===== src/rtl/ltc_frame_decode.sv =====
// SMPTE LTC frame decoder: assembles 80-bit frames from the recovered bit stream, hunts for and
// tracks the sync word, validates the BCD fields and publishes timecode, user bits and flags.
module ltc_frame_decode #(
    parameter logic [15:0] SYNC_WORD     = 16'hBFFC,
    parameter int unsigned SYNC_MISS_MAX = 2
) (
    input  logic        clk,
    input  logic        rst,
    input  logic        nosignal,
    input  logic        sda,
    input  logic        sck,
    output logic        frame_valid,
    output logic        frame_error,
    output logic        sync_error,
    output logic        locked,
    output logic [5:0]  hours,
    output logic [6:0]  minutes,
    output logic [6:0]  seconds,
    output logic [5:0]  frames,
    output logic        drop_frame,
    output logic        color_frame,
    output logic [31:0] user_bits
);

    localparam int unsigned      MissW    = $clog2(SYNC_MISS_MAX + 1);
    localparam logic [MissW-1:0] MissLast = MissW'(SYNC_MISS_MAX - 1);

    typedef enum logic {StHunt, StLocked} state_e;

    state_e             state_q, state_d;
    logic [79:0]        sr_q, sr_d;
    logic [6:0]         bit_cnt_q, bit_cnt_d;
    logic [MissW-1:0]   miss_cnt_q, miss_cnt_d;
    logic               sck_q;
    logic               chk_q;

    logic               frame_valid_q, frame_valid_d;
    logic               frame_error_q, frame_error_d;
    logic               sync_error_q, sync_error_d;
    logic [5:0]         hours_q, hours_d;
    logic [6:0]         minutes_q, minutes_d;
    logic [6:0]         seconds_q, seconds_d;
    logic [5:0]         frames_q, frames_d;
    logic               drop_frame_q, drop_frame_d;
    logic               color_frame_q, color_frame_d;
    logic [31:0]        user_bits_q, user_bits_d;

    logic               bit_ev;
    logic               sync_hit;
    logic               bcd_ok;
    logic               frame_good;
    logic [3:0]         fr_u, sec_u, min_u, hr_u;
    logic [1:0]         fr_t, hr_t;
    logic [2:0]         sec_t, min_t;

    assign bit_ev   = sck & ~sck_q;
    assign sync_hit = (sr_q[79:64] == SYNC_WORD);

    assign fr_u  = sr_q[3:0];
    assign fr_t  = sr_q[9:8];
    assign sec_u = sr_q[19:16];
    assign sec_t = sr_q[26:24];
    assign min_u = sr_q[35:32];
    assign min_t = sr_q[42:40];
    assign hr_u  = sr_q[51:48];
    assign hr_t  = sr_q[57:56];

    // Hours are capped at 23, so a tens digit of 2 limits the units digit to 3.
    assign bcd_ok = (fr_u <= 4'd9) && (fr_t <= 2'd2) &&
                    (sec_u <= 4'd9) && (sec_t <= 3'd5) &&
                    (min_u <= 4'd9) && (min_t <= 3'd5) &&
                    (hr_u <= 4'd9) && (hr_t <= 2'd2) &&
                    !((hr_t == 2'd2) && (hr_u > 4'd3));

    always_comb begin
        state_d       = state_q;
        sr_d          = sr_q;
        bit_cnt_d     = bit_cnt_q;
        miss_cnt_d    = miss_cnt_q;
        frame_valid_d = 1'b0;
        frame_error_d = 1'b0;
        sync_error_d  = 1'b0;
        hours_d       = hours_q;
        minutes_d     = minutes_q;
        seconds_d     = seconds_q;
        frames_d      = frames_q;
        drop_frame_d  = drop_frame_q;
        color_frame_d = color_frame_q;
        user_bits_d   = user_bits_q;
        frame_good    = 1'b0;

        if (nosignal) begin
            state_d    = StHunt;
            sr_d       = '0;
            bit_cnt_d  = '0;
            miss_cnt_d = '0;
        end else begin
            if (bit_ev) begin
                sr_d = {sda, sr_q[79:1]};
                if (state_q == StLocked) begin
                    bit_cnt_d = (bit_cnt_q == 7'd79) ? 7'd0 : bit_cnt_q + 7'd1;
                end
            end

            // chk_q and bit_ev are never high together: a bit event needs sck low last cycle.
            if (chk_q) begin
                case (state_q)
                    StHunt: begin
                        if (sync_hit) begin
                            state_d    = StLocked;
                            bit_cnt_d  = '0;
                            miss_cnt_d = '0;
                            frame_good = 1'b1;
                        end
                    end
                    StLocked: begin
                        if (bit_cnt_q == 7'd0) begin
                            if (sync_hit) begin
                                miss_cnt_d = '0;
                                frame_good = 1'b1;
                            end else begin
                                sync_error_d = 1'b1;
                                if (miss_cnt_q == MissLast) begin
                                    state_d    = StHunt;
                                    miss_cnt_d = '0;
                                end else begin
                                    miss_cnt_d = miss_cnt_q + 1'b1;
                                end
                            end
                        end
                    end
                    default: ;
                endcase
            end

            if (frame_good) begin
                if (bcd_ok) begin
                    frame_valid_d = 1'b1;
                    hours_d       = {hr_t, hr_u};
                    minutes_d     = {min_t, min_u};
                    seconds_d     = {sec_t, sec_u};
                    frames_d      = {fr_t, fr_u};
                    drop_frame_d  = sr_q[10];
                    color_frame_d = sr_q[11];
                    user_bits_d   = {sr_q[63:60], sr_q[55:52], sr_q[47:44], sr_q[39:36],
                                     sr_q[31:28], sr_q[23:20], sr_q[15:12], sr_q[7:4]};
                end else begin
                    frame_error_d = 1'b1;
                end
            end
        end
    end

    always_ff @(posedge clk) begin
        if (rst) begin
            state_q       <= StHunt;
            sr_q          <= '0;
            bit_cnt_q     <= '0;
            miss_cnt_q    <= '0;
            sck_q         <= 1'b0;
            chk_q         <= 1'b0;
            frame_valid_q <= 1'b0;
            frame_error_q <= 1'b0;
            sync_error_q  <= 1'b0;
            hours_q       <= '0;
            minutes_q     <= '0;
            seconds_q     <= '0;
            frames_q      <= '0;
            drop_frame_q  <= 1'b0;
            color_frame_q <= 1'b0;
            user_bits_q   <= '0;
        end else begin
            state_q       <= state_d;
            sr_q          <= sr_d;
            bit_cnt_q     <= bit_cnt_d;
            miss_cnt_q    <= miss_cnt_d;
            sck_q         <= sck;
            chk_q         <= bit_ev & ~nosignal;
            frame_valid_q <= frame_valid_d;
            frame_error_q <= frame_error_d;
            sync_error_q  <= sync_error_d;
            hours_q       <= hours_d;
            minutes_q     <= minutes_d;
            seconds_q     <= seconds_d;
            frames_q      <= frames_d;
            drop_frame_q  <= drop_frame_d;
            color_frame_q <= color_frame_d;
            user_bits_q   <= user_bits_d;
        end
    end

    assign frame_valid = frame_valid_q;
    assign frame_error = frame_error_q;
    assign sync_error  = sync_error_q;
    assign locked      = (state_q == StLocked);
    assign hours       = hours_q;
    assign minutes     = minutes_q;
    assign seconds     = seconds_q;
    assign frames      = frames_q;
    assign drop_frame  = drop_frame_q;
    assign color_frame = color_frame_q;
    assign user_bits   = user_bits_q;

endmodule

===== config.mk =====
export PLATFORM = sky130hd
export DESIGN_NAME = ltc_frame_decode
export DESIGN_NICKNAME = d
export VERILOG_FILES = /design/src/rtl/ltc_frame_decode.sv
export SDC_FILE = /design/constraint.sdc
export NUM_CORES = 1
export LEC_CHECK = 0
export CORE_MARGIN = 2
export CORE_UTILIZATION = 29
export CTS_CLUSTER_DIAMETER = 40
export DETAILED_ROUTE_END_ITERATION = 8
export GPL_ROUTABILITY_DRIVEN = 1
export PLACE_DENSITY = 0.59
export SLEW_MARGIN = 20
export SYNTH_ARGS = -nofsm -noshare
export SYNTH_HDL_FRONTEND = slang
export SYNTH_SLANG_ARGS = --single-unit

===== constraint.sdc =====
create_clock -name clk -period 5 [get_ports clk]
set_input_delay 0.75 -clock clk [delete_from_list [all_inputs] [get_ports clk]]
set_output_delay 0.75 -clock clk [all_outputs]
set_load 0.01 [all_outputs]

* After elaboration in Yosys (flattened, before gate mapping)
Cells that the tools add are included.
** Word-level totals
- Output and inout port bits :: 64
- Input port bits :: 5
- Register bits :: 155
- Logic and storage cells :: 80
** Cells by class
- Add/subtract/negate cells :: 2
- Magnitude comparators :: 9
- Bitwise operators :: 8
- Reductions and logical operators :: 16
- Muxes and demuxes :: 23
- Equal/unequal tests :: 6
** Operators with widths (number)
- 7-bit two-way mux :: 6
- 16-bit == test, second input constant :: 1
- 4-bit <= comparator, second input constant :: 4
- 1-bit two-way mux :: 10
- 1-bit logical AND :: 9
- 2-bit two-way mux :: 4
- 7-bit by 1-bit adder with 7-bit output, second input constant :: 1
- 7-bit == test, second input constant :: 1
- 7-bit logical NOT :: 1
- 3-bit <= comparator, second input constant :: 2
- 1-bit NOT :: 6
- 3-bit AND reduction :: 2
- 5-bit OR reduction :: 1
- 4-bit by 2-bit greater-than comparator with 1-bit output, second input constant :: 1
- 2-bit <= comparator, second input constant :: 2
- 1-bit one-hot mux with 2 select lines :: 2
- 2-bit one-hot mux with 2 select lines :: 1
- 3-bit OR reduction :: 1
- 2-bit by 1-bit adder with 2-bit output, second input constant :: 1
- 1-bit bitwise AND :: 2
- 2-bit by 1-bit == test with 1-bit output, second input constant :: 1
- 2-bit == test, second input constant :: 1
- 2-bit by 1-bit inequality test with 1-bit output, second input constant :: 1
- 2-bit inequality test, second input constant :: 1
- 2 further kinds :: 2

* Depth between registers and ports, before layout
Gate-level depths: netlist of the first run.
- Word-level depth :: 10
- Mapped depth :: 8
- Mapped depth without buffers :: 6

* Worst setup path after synthesis of the first run
No wires, ideal clock.
- Path kind :: reg-to-reg
- From :: register sr_q[65]
- To :: register color_frame_q (netlist: color_frame)
- Slack :: 3016 ps
- Path buffers :: 3
- Data required time :: 4928 ps
- Stages on the path, launching flop included :: 8
- Data arrival time :: 1913 ps
- Setup time :: 72 ps
- Cell sequence :: dfxtp_1 > nand4bb_1 > or4_1 > buf_2 > nor4_2 > buf_6 > buf_12 > mux2i_1
** On the way
- Cells in the longest elaborated chain, start to end :: 7
** RTL lines
- from (decl) :: RTL line 31 : logic [79:0] sr_q, sr_d;
- from (signal assigned) :: RTL line 174 : sr_q <= sr_d;
- 16-bit == test * :: RTL line 57 : assign sync_hit = (sr_q[79:64] == SYNC_WORD);
- 1-bit two-way mux * :: RTL line 109, 118
- 1-bit two-way mux :: RTL line 117 : if (bit_cnt_q == 7'd0) begin
- 1-bit one-hot mux with 2 select lines * :: RTL line 107 : case (state_q)
- 1-bit two-way mux * :: RTL line 106 : if (chk_q) begin
- 1-bit two-way mux * :: RTL line 92 : if (nosignal) begin
- 3-bit AND reduction (no source line) *
- to (signal assigned) :: RTL line 187 : color_frame_q <= color_frame_d;
- to (decl) :: RTL line 45 : logic color_frame_q, color_frame_d;
Mark *: on every way between the ends. The rest lies on a longest branch, timed or not. The select of a mux whose other input is x is not followed.
A chain may end at the register's enable or synchronous reset.

* Worst setup path in the final report of the first run
- From :: register sr_q[65]
- To :: register minutes_q[1] (netlist: minutes[1])
** On the way
- Cells in the longest elaborated chain, start to end :: 7
** RTL lines
- 16-bit == test * :: RTL line 57
- 1-bit two-way mux * :: RTL line 109, 118
- 1-bit two-way mux :: RTL line 117
- 1-bit one-hot mux with 2 select lines * :: RTL line 107
- 1-bit two-way mux * :: RTL line 106
- 1-bit two-way mux * :: RTL line 92
- 3-bit AND reduction (no source line) *
- to (signal assigned) :: RTL line 183 : minutes_q <= minutes_d;
- to (decl) :: RTL line 41 : logic [6:0] minutes_q, minutes_d;
Marked as above.

==> impl_metrics.ini, run 1 <==
[run_status]
outcome = completed

[power]
comb_power_share = 0.027
p_sw_uw = 553
seqPwrFrac = 0.457
p_sw_frac = 0.204
p_per_area_nw_per_um2 = 352
p_clk_frac = 0.516
p_leak_uw = 0.00229
internal_power_uw = 2150
ir_drop_uv = 250

[clock_network]
clk_pin_slew_ns = 0.07
cts_root_buf = clkbuf_16
postCtsSetupBuffers = 0
cts_made_buffers = 17
cts_repair_resize_count = 0
ctsHtreeMaxLevel = 4
cts_tree = yes
clk_latency_ns = 0.42
clkSinkCount = 155
clockBufferDepth = 2
cts-hold-fix-buffers = 0

[global_routing]
grt_pass1_wl_um = 21300
antenna_found_initial = 0
globalRouteOverflowTotal = 0
first_global_vias = 4324
grt_max_degree = 124
grt_use_total = 0.118

[sta]
maxSlewHeadroom = 0.406
post-route-period-util = 0.506
skew_ns = 0.0108
worst_slew_pin_slew_ns = 0.890
slew_viol_final = 0
rsz0062_at_grt = no
setup_viol = 0
finalCriticalPeriod_ns = 2.53
final_hold_viol_count = 0
tns_ns = 0
fmax_ghz = 0.395

[cells_and_area]
design_area_sq_um = 7680
drive_gt1_frac = 0.0551
antenna_cells = 0
area_growth_pct = 22.8
nNetsFinal = 757

[drt]
drc_errors = 0
vias = 4605
ant_nets = 0
drt-total-wl_um = 12900
via_per_inst = 4.44
firstDrtPassIters = 4
wl_per_cell_um = 12.4
drt-initial-drc-count = 291

[yosys]
synth_edf_count = 0
synth_area_per_cell_sq_um = 8.85
netlist_area_sq_um = 6250
synthTopCellsByArea = dfxtp_1 (50%), nand2b_1 (12%), nand2_1 (10%), mux2i_1 (9.6%), a21oi_1 (6.6%)
synth_top_cell_area_share = 0.496
yosys-top-cells-count = nand2_1 (169), dfxtp_1 (155), nand2b_1 (123)
synthFlopType = dfxtp_1
ys_ff_latch = 155
yosysMostFrequentCell = nand2_1
syn_nets = 714
ys_warn_count = 0
yosysTopAreaCell = dfxtp_1
async_flop_share = 0
syn_inst = 707
synth-seq-area-share = 0.496
synth_cell_types = 39

[worst_setup_path]
crit_buf_inv = 1
end_kind = register
path_cells = nand4bb_1 -> or4_1 -> nor4_4 -> buf_4 -> mux2i_1
cp_slowest_stage_delay_ns = 0.68
cp_slowest_cell = or4_1
r2r_slack_ns = 2.47
cp_data_required_time_ns = 5.34
r2r_end = minutes[1]
reg2reg_depth = 5
startpoint_type = register
r2r-start = sr_q[65]
critPathTopFamily = simple AND/OR/NAND/NOR gates
worstPathMaxFanout = 41
path_class = register to register
arrival_ns = 2.87

[die]
die-area_sq_um = 22800
core_sq_um = 21100
start_util = 0.297
row_count = 53
die_w_um = 151
pin_count = 69
die_h_um = 151

[job]
maxCapViolations = 0

[worst_hold_path]
hp-class = register to register
hold_path_end = miss_cnt_q[1]
hp-start = miss_cnt_q[1]
hold_depth = 2

[place]
io_buffers = 68
gp_congestion = 0.755
dp_hpwl_um = 8140
place_area_sq_um = 7040
==> per-layer routing <==
metal | GRT usage | routed length (um)
met1 | 0.160 | 6510
met4 | 0.0364 | 146
met5 | 0 | 0
met2 | 0.181 | 5750
met3 | 0.0364 | 475
==> worst reg2reg max path: stages (launching register included) <==
cell	delay [ns]
dfxtp_1	0.32
nand4bb_1	0.22
or4_1	0.68
nor4_4	0.33
buf_4	0.62
mux2i_1	0.29
==> power by group through the flow <==
stage / registers (uW) / logic (uW) / clock network [uW]
floorplan: 1260 / 57.0 / 0
global placement: 1260 / 75.7 / 0
detailed placement: 1260 / 74.8 / 0
CTS: 1240 / 75.1 / 1430
global route: 1240 / 81.6 / 1480
finish: 1240 / 73.5 / 1400
==> sequential cells by signal (all words and copies together), names as in the netlist <==
name         flops
bit_cnt_q        7
miss_cnt_q       2
sync_error       1
locked           1
seconds          7
drop_frame       1
chk_q            1
color_frame      1
minutes          7
frame_error      1
sr_q            80
sck_q            1
frames           6
frame_valid      1
user_bits       32
hours            6
==> stage by stage <==
stage / cells / hold slack, ns / setup WS, ns / utilization / power, uW
detailed placement: 1006 / 0.419 / 2.07 / 0.334 / 1340
CTS: 1037 / 0.428 / 2.43 / 0.364 / 2750
floorplan: 707 / 0.405 / 3.02 / - / 1320
global route: 1037 / 0.448 / 2.28 / 0.364 / 2800
global placement: 1006 / 0.416 / 2.09 / 0.334 / 1340
finish: 1037 / 0.427 / 2.47 / 0.364 / 2710
==> layout make-up <==
cell class / count / area (sq um)
fillers: 2165 / 13400
flip-flops and latches: 155 / 3100
multi-input cells: 500 / 2870
repair buffers: 74 / 721
clock buffers: 20 / 447
well taps: 275 / 344
clock inverters: 11 / 193
inverters: 2 / 7.51
==> placed cells by master (no fill, tap or decap), types with 3 or more instances in the layout <==
master,instances
nand2_1,169
dfxtp_1,155
nand2b_1,122
a21oi_1,83
clkdlybuf4s50_1,67
mux2i_1,60
clkbuf_16,17
nor2_1,12
o21ai_0,8
buf_4,6
nand3_1,5
nor2b_1,5
bufinv_16,5
nand4_1,3
xnor2_1,3
==> logic make-up after synthesis <==
logic type / Yosys count / synth area share
buffers and inverters: 52 / 0.0482
AO/OA/AOI/OAI: 98 / 0.0814
flip-flops: 155 / 0.496
multiplexers: 60 / 0.0960
AND/OR/NAND/NOR: 335 / 0.267
adder cells (fa/ha/maj): 2 / 0.00400
XOR/XNOR: 5 / 0.00700
==> how the worst max path moves through the flow <==
stage | from | end | slack (ns) | depth (start not counted)
after global placement | sck | sr_q[42] | 2.09 | 5
final | sr_q[65] | minutes[1] | 2.47 | 5
after detailed placement | sck | sr_q[14] | 2.07 | 5
after CTS | sr_q[65] | minutes[1] | 2.43 | 5
after floorplan | sr_q[65] | color_frame | 3.02 | 7
after global routing | sck | sr_q[70] | 2.28 | 5
Note: power is estimated with default switching activity, not from simulation.
==> run 2, diff against run 1 <==
- PLACE_DENSITY: 0.59 -> 0.6
- clock period: 5 -> 2.2 ns (I/O delays scaled with it)
==> run 2 against run 1 <==
Against the previous run:
- hold slack better by 0.015 ns
- largest power group unchanged
- combinational power up 150%
- count of clock-buffer cells in the layout up 1
- design area up 2.1%
- sequential power up 130%
- first-iteration DRC count up 20%
- register-to-register slack worse by 2.3 ns
- worst setup slack worse by 2.3 ns
- core utilization up 0.78 points
- sequential cell count unchanged
- non-clock buffer count up 10
- highest routed layer unchanged
- clock skew up 0.0027 ns
==> impl_metrics.ini, run 2 (synthesis results as in run 1) <==
[global_routing]
globalRouteOverflowTotal = 0
antenna_found_initial = 0
grt_max_degree = 124
grt_pass1_wl_um = 22300
first_global_vias = 4425
grt_use_total = 0.123

[die]
start_util = 0.297
pin_count = 69
die_h_um = 151
die_w_um = 151
die-area_sq_um = 22800
core_sq_um = 21100
row_count = 53

[place]
gp_congestion = 0.687
dp_hpwl_um = 8190
post-place-cells = 1014
io_buffers = 68
dpl_worst_slack_ns = -0.00487

[cells_and_area]
fillers = 2142
antenna_cells = 0
drive_gt1_frac = 0.0724
area_growth_pct = 25.5
layout.cells.non_filler = 1048
multi_input_area_sq_um = 2870
largest_reg_flops = 80
regArea_sq_um = 3100
final_util = 0.372
nNetsFinal = 767
top_register = sr_q
final_cell_mix = nand2_1 (169), dfxtp_1 (155), nand2b_1 (122)
layout_commonest_cell = nand2_1

[worst_setup_path]
cp_slowest_stage_delay_ns = 0.55
startpoint_type = register
cp_slowest_cell = or4_4
path_cells = nand4bb_1 -> or4_4 -> nor4_4 -> buf_12 -> buf_4 -> mux2i_1
end_kind = register
arrival_ns = 2.37
path_class = register to register
cp_data_required_time_ns = 2.55
crit_buf_inv = 2
worstPathMaxFanout = 10
critPathTopFamily = simple AND/OR/NAND/NOR gates

[drt]
vias = 4669
drt-initial-drc-count = 349
ant_nets = 0
drt-total-wl_um = 13100
firstDrtPassIters = 4
drc_errors = 0
via_per_inst = 4.46
wl_per_cell_um = 12.5

[sta]
timing.hold.ws_ns = 0.442
final_hold_viol_count = 0
worst_slew_pin_slew_ns = 0.522
finalCriticalPeriod_ns = 2.03
rsz0062_at_grt = no
slew_viol_final = 0
post-route-period-util = 0.922
fin_ws_ns = 0.172
setup_viol = 0
maxSlewHeadroom = 0.649
skew_ns = 0.0136
fmax_ghz = 0.493

[job]
maxCapViolations = 0

[clock_network]
cts_root_buf = clkbuf_16
cts_made_buffers = 17
clockBufferDepth = 2
clk_pin_slew_ns = 0.06
cts_tree = yes
clkSinkCount = 155
ctsHtreeMaxLevel = 4
cts-hold-fix-buffers = 0
clk_latency_ns = 0.42

[power]
p_leak_uw = 0.00236
p_per_area_nw_per_um2 = 762
ir_drop_uv = 530

[run_status]
outcome = completed

[worst_hold_path]
hp-class = register to register
## run 2: cell count changes in the layout (fill, tap and decap cells not counted), sizes merged
| cell | previous run | this run |
|---|---|---|
| clkbuf | 20 | 21 |
| buf | 7 | 17 |
| bufinv | 5 | 2 |
| clkinvlp | 2 | 3 |
| inv | 3 | 5 |
## run 2: worst reg2reg max path: cells and delay by family, from the launching register on
kind / cells / cell delay (ns)
buffers and inverters: 2 / 0.40
flip-flops: 1 / 0.32
multiplexers: 1 / 0.20
AND/OR/NAND/NOR: 3 / 1.02
## run 2: path summary, 6_finish.rpt
check	to	start	cells after the start	slack (ns)
min	miss_cnt_q[1]	miss_cnt_q[1]	2	0.44
min reg2reg	miss_cnt_q[1]	miss_cnt_q[1]	2	0.44
max reg2reg	user_bits[11]	sr_q[65]	6	0.17
max	user_bits[11]	sr_q[65]	6	0.17
## run 2: report_power, final
group          total (uW)  internal, uW  leakage [uW]  switching (uW)
Clock                2990          1800      0.000293            1180
Combinational         182          61.4      0.000818             120
Sequential           2810          2810       0.00125            2.47
## run 2: final cells by class
cell class                      instances  area share
Sequential cell                       155       0.395
Multi-Input combinational cell        500       0.366
Clock buffer                           21      0.0612
Timing Repair Buffer                   84       0.116
Clock inverter                         11      0.0167
Tap cell                              275      0.0439
Inverter                                2    0.000957
## run 2: repair_timing
action                     CTS  global route
resized for setup            0             1
setup endpoints to repair    1            19
pin swaps                    0             1
setup buffers                2             0
cloned                       0             0
## run 2: layer usage
metal  wire, um  global-route usage  vias to the layer above
li1           -                   -                     2410
met1       6370               0.167                     2191
met2       6160               0.187                       64
met3        490              0.0337                        4
met4         48              0.0463                        0
met5          0                   0                        -
## run 2: stage by stage
step           area, sq um   TNS, ns  total power [uW]
2_1_floorplan         6250         0              3000
3_3_place_gp          7220         0              3060
3_5_place_dp          7220  -0.00487              3060
4_1_cts               7840         0              6060
5_1_grt               7850         0              6230
6_report              7850         0              5980
